--- config.mk ---
export PLATFORM = sky130hd
export DESIGN_NAME = pipe_ctrl
export DESIGN_NICKNAME = d
export VERILOG_FILES = /design/src/rtl/pipe_ctrl.sv
export SDC_FILE = /design/constraint.sdc
export NUM_CORES = 1
export LEC_CHECK = 0
export ABC_AREA = 1
export BUFFER_PORTS_ARGS = -buffer_cell sky130_fd_sc_hd__buf_4
export CORE_MARGIN = 5
export CORE_UTILIZATION = 40
export CTS_BUF_LIST = sky130_fd_sc_hd__clkbuf_8
export DETAILED_ROUTE_END_ITERATION = 8
export PLACE_DENSITY = 0.72
export SYNTH_ARGS = -nofsm -noshare
export SYNTH_HDL_FRONTEND = slang
export SYNTH_SLANG_ARGS = --single-unit
export TNS_END_PERCENT = 30
--- constraint.sdc ---
create_clock -name clk -period 2 [get_ports clk]
set_clock_uncertainty 0.2 [all_clocks]
set_input_delay 0.4 -clock clk [delete_from_list [all_inputs] [get_ports clk]]
set_output_delay 0.4 -clock clk [all_outputs]
set_load 0.005 [all_outputs]
--- src/rtl/pipe_ctrl.sv ---
// Pipeline sequencer: merges stage stall requests, times multi-cycle EX ops and
// issues a one-cycle flush with redirect PC. Optional counters: PIPE_STALL_CNT_EN.
module pipe_ctrl #(
    parameter int MULTI_CYCLES = 32,
    parameter int CNT_W        = 8
) (
    input  logic        clk,
    input  logic        rst,
    input  logic        stallreq_if,
    input  logic        stallreq_id,
    input  logic        stallreq_mem,
    input  logic        ex_multi_start,
    input  logic        excp_valid,
    input  logic [31:0] excp_target,
    output logic [5:0]  stall,
    output logic        flush,
    output logic [31:0] flush_pc,
    output logic        multi_busy,
    output logic        multi_done,
    output logic [1:0]  state_dbg
`ifdef PIPE_STALL_CNT_EN
    ,
    output logic [31:0] stall_cycles,
    output logic [15:0] flush_count
`endif
);

    // Handshake: none; every input is a level request sampled on each rising clk edge.
    typedef enum logic [1:0] {
        S_IDLE  = 2'd0,
        S_MULTI = 2'd1,
        S_FLUSH = 2'd2
    } state_t;

    localparam logic [CNT_W-1:0] CNT_LOAD = CNT_W'(MULTI_CYCLES - 1);

    state_t           state, state_nxt;
    logic [CNT_W-1:0] cnt, cnt_nxt;
    logic [31:0]      flush_pc_nxt;

    always_ff @(posedge clk) begin
        if (rst) begin
            state    <= S_IDLE;
            cnt      <= '0;
            flush_pc <= '0;
        end else begin
            state    <= state_nxt;
            cnt      <= cnt_nxt;
            flush_pc <= flush_pc_nxt;
        end
    end

    always_comb begin
        state_nxt    = state;
        cnt_nxt      = cnt;
        flush_pc_nxt = flush_pc;
        multi_busy   = 1'b0;
        multi_done   = 1'b0;
        flush        = 1'b0;
        case (state)
            S_IDLE: begin
                // An exception in the same cycle as a start drops the start.
                if (excp_valid) begin
                    state_nxt    = S_FLUSH;
                    flush_pc_nxt = excp_target;
                end else if (ex_multi_start) begin
                    state_nxt = S_MULTI;
                    cnt_nxt   = CNT_LOAD;
                end
            end
            S_MULTI: begin
                multi_busy = 1'b1;
                if (excp_valid) begin
                    state_nxt    = S_FLUSH;
                    cnt_nxt      = '0;
                    flush_pc_nxt = excp_target;
                end else if (cnt != '0) begin
                    cnt_nxt = cnt - CNT_W'(1);
                end else if (!stallreq_mem) begin
                    // Result is only handed over once MEM can accept it.
                    multi_done = 1'b1;
                    state_nxt  = S_IDLE;
                end
            end
            S_FLUSH: begin
                flush     = 1'b1;
                state_nxt = S_IDLE;
            end
            default: state_nxt = S_IDLE;
        endcase
    end

    // Stall vector is a prefix mask; the boundary between stalled and running
    // stages is where the consuming register inserts a bubble.
    always_comb begin
        stall = 6'b000000;
        if (state == S_FLUSH)                       stall = 6'b000000;
        else if (stallreq_mem)                      stall = 6'b011111;
        else if (state == S_MULTI && !multi_done)   stall = 6'b001111;
        else if (stallreq_id)                       stall = 6'b000111;
        else if (stallreq_if)                       stall = 6'b000011;
    end

    assign state_dbg = state;

`ifdef PIPE_STALL_CNT_EN
    always_ff @(posedge clk) begin
        if (rst) begin
            stall_cycles <= '0;
            flush_count  <= '0;
        end else begin
            if (stall[0] && !(&stall_cycles)) stall_cycles <= stall_cycles + 32'd1;
            if (flush && !(&flush_count))     flush_count  <= flush_count + 16'd1;
        end
    end
`endif

endmodule

==> impl_results.md <==
* Status: completed
* Hold Fails Final Rpt at 0
* DR vias/cell at 4.75
* Residual DRC count at 0
* Worst flop-to-flop path endpoint: cnt[2]
* Hold WS at 0.111 ns
* Clk pin slew, worst setup/hold paths at 0.08 ns
* Placed instance count at 376
* CP Launch Type: flip-flop
* Antenna violations before repair at 0
* Max-slew violation count at 0
* Final cell count without fillers at 391
* Tcrit/Tclk final at 1.00
* Hold Startpoint: rst
* WP data arrival at 1.40 ns
* Clock buffer depth at 2
* First-pass GRT wire length at 7690 um
* Root Driver: clkbuf_8
* Sequential area share after synthesis at 0.462
* Antenna-violating nets left at 0
* IO buf count at 80
* Total grt overflow at 0
* Share of cells above drive strength 1 at 0.354
* Top post-synthesis cells by area: dfxtp_1 46%, nor2_1 16%, o21ai_0 8.3%
* Max frequency at 500 MHz
* Area grow syn2layout at 43.6%
* Area share of the leading cell type in the synthesized netlist at 0.462
* CTS buffer count at 5
* Final #Nets at 379
* CORE AREA at 4380 um2
* Final setup viols at 0
* Synth cell types at 25
* Netlist Area Pre-Place at 1820 um2
* Yosys top cell by area: dfxtp_1
* Final HPWL DP at 3360 um
* # IOs at 82
* Depth of the CTS H-tree at 2
* Initial DRC count at 127
* Leak pwr at 0.00130 uW
* Placer Congestion at 0.824
* Worst Hold End: cnt[4]
* Final WL at 4650 um
* Largest net degree at the start of global routing at 39
* Die height at 77.4 um
* Hold Path Depth at 2
* Synth Area per Inst at 7.19 um2
* GRT Util Overall at 0.153
* RSZ-0062 raised after global routing: true
* Hold buffers post-CTS at 0
* Die Area at 5990 um2
* Crit. End Element: primary output
* Worst VDD drop at 0.510 mV
* Post-Route Utilization at 0.596
* Worst setup path class: reg -> out
* Worst Path Max Fanout at 4
* Starting Density at 0.415
* CTS tree: done
* CP required at 1.40 ns
* PwrDens at 745 nW/um2
* WL/cell at 11.9 um
* Row cnt at 24
* Min-Delay Path Class: in -> reg
* Max Cap Viol at 0
* Clk_lat worst skew at 0.29 ns
* DRT Pass-1 Iters at 6
* Register-to-Register Setup Slack at 0.32 ns
* Mapped Nets at 294
* Syn Inst Count at 253
* Sink Count at 42
* Vias in the first global route at 1800
* Seq cells post-synth at 42
* Number of vias in the routed layout at 1856
* Diodes inserted at 0
* Syn. warnings at 0
* Period minus WS final at 2.00 ns
* Fillers at 411
* FF-to-FF Start: cnt[1]
* Die W at 77.4 um
* Reg2Reg Depth at 9
-- synth_stat cells, drive strengths merged --
cell and count:
conb 1, buf 10, nor3 1, o21ai 35
or2 1, xor2 1, inv 19, nand4 4
nand2 37, dfxtp 42, ha 2, nor2 81
clkbuf 2, nand3 10, a21oi 7
-- per-stage QoR --
step	total power (uW)	setup slack, ns	setup TNS, ns	area (um2)
after detailed placement	1380	0.116	0	2440
after global placement	1380	0.149	0	2440
after CTS	1950	0.000593	0	2580
final	1950	0.000168	0	2610
after floorplan	1190	0.187	0	1820
after global routing	2070	-0.102	-0.235	2610
-- report_power, final --
group	switching (uW)	leakage, uW	total, uW	internal [uW]
Combinational	226	0.000903	461	235
Sequential	38.9	0.000348	943	904
Clock	270	0.0000524	543	273
Total	535	0.00130	1950	1410
-- registers in the layout, indices dropped and copies added (netlist names) --
register	flops
cnt	8
flush_pc	32
state_dbg	2
-- logic make-up (layout without fill, tap and decap cells) --
logic type	count (synthesis)	in the layout	synth area share
xor gates and xnor gates	1	1	0.00482
DFF	42	42	0.462
other	1	1	0.00206
buffers and inverters	31	117	0.0819
AOI/OAI and AO/OA	42	42	0.116
adders and majority gates	2	2	0.0138
and+or+nand+nor	134	134	0.319
-- timing repair --
item                       in CTS  in global routing
pin swaps                       3                  4
setup endpoints to repair       5                  5
cloned                          0                  0
resized for setup               4                  6
setup buffers                   6                  1
-- how the worst max path moves through the flow --
stage	to	startpoint	cells after the start
4_1_cts	stall[1]	cnt[1]	8
3_5_place_dp	stall[1]	cnt[0]	8
6_report	stall[1]	cnt[1]	8
2_1_floorplan	stall[1]	cnt[0]	8
3_3_place_gp	stall[1]	cnt[0]	8
5_1_grt	stall[1]	cnt[1]	8
-- placed cells by master, fill, tap and decap left out, types with 2 or more instances in the layout --
master / instances
buf_4: 90
nor2_1: 75
dfxtp_1: 41
nand2_1: 30
o21ai_0: 30
inv_1: 14
nand3_1: 10
a21oi_1: 7
clkbuf_8: 6
inv_2: 5
o21ai_1: 5
nor2_2: 4
nand2_2: 4
nand4_1: 4
nand2_4: 2
nor2_4: 2
-- worst max-delay path, stage by stage, from the launching register on --
cell,delay (ns)
dfxtp_2,0.32
inv_2,0.07
ha_4,0.15
nand2_4,0.05
nor2_4,0.12
nand2_1,0.07
nand2_2,0.08
nand4_1,0.10
buf_4,0.16
-- layout make-up --
cell class / instances / area (um2) / area share
multi-input combinational: 180 / 861 / 0.330
sequential: 42 / 842 / 0.322
timing repair buffer: 90 / 676 / 0.259
clock buffer: 6 / 82.6 / 0.0316
inverter: 19 / 76.3 / 0.0292
tap: 52 / 65.1 / 0.0249
clock inverter: 2 / 8.76 / 0.00335
-- per-layer routing --
metal	vias up	track usage	share of wire
li1	963	-	-
met2	62	0.249	0.45
met5	-	0	0
met1	825	0.172	0.44
met3	6	0.0822	0.10
met4	0	0.0498	0.012
No activity file was read; power rests on OpenSTA's default activity.
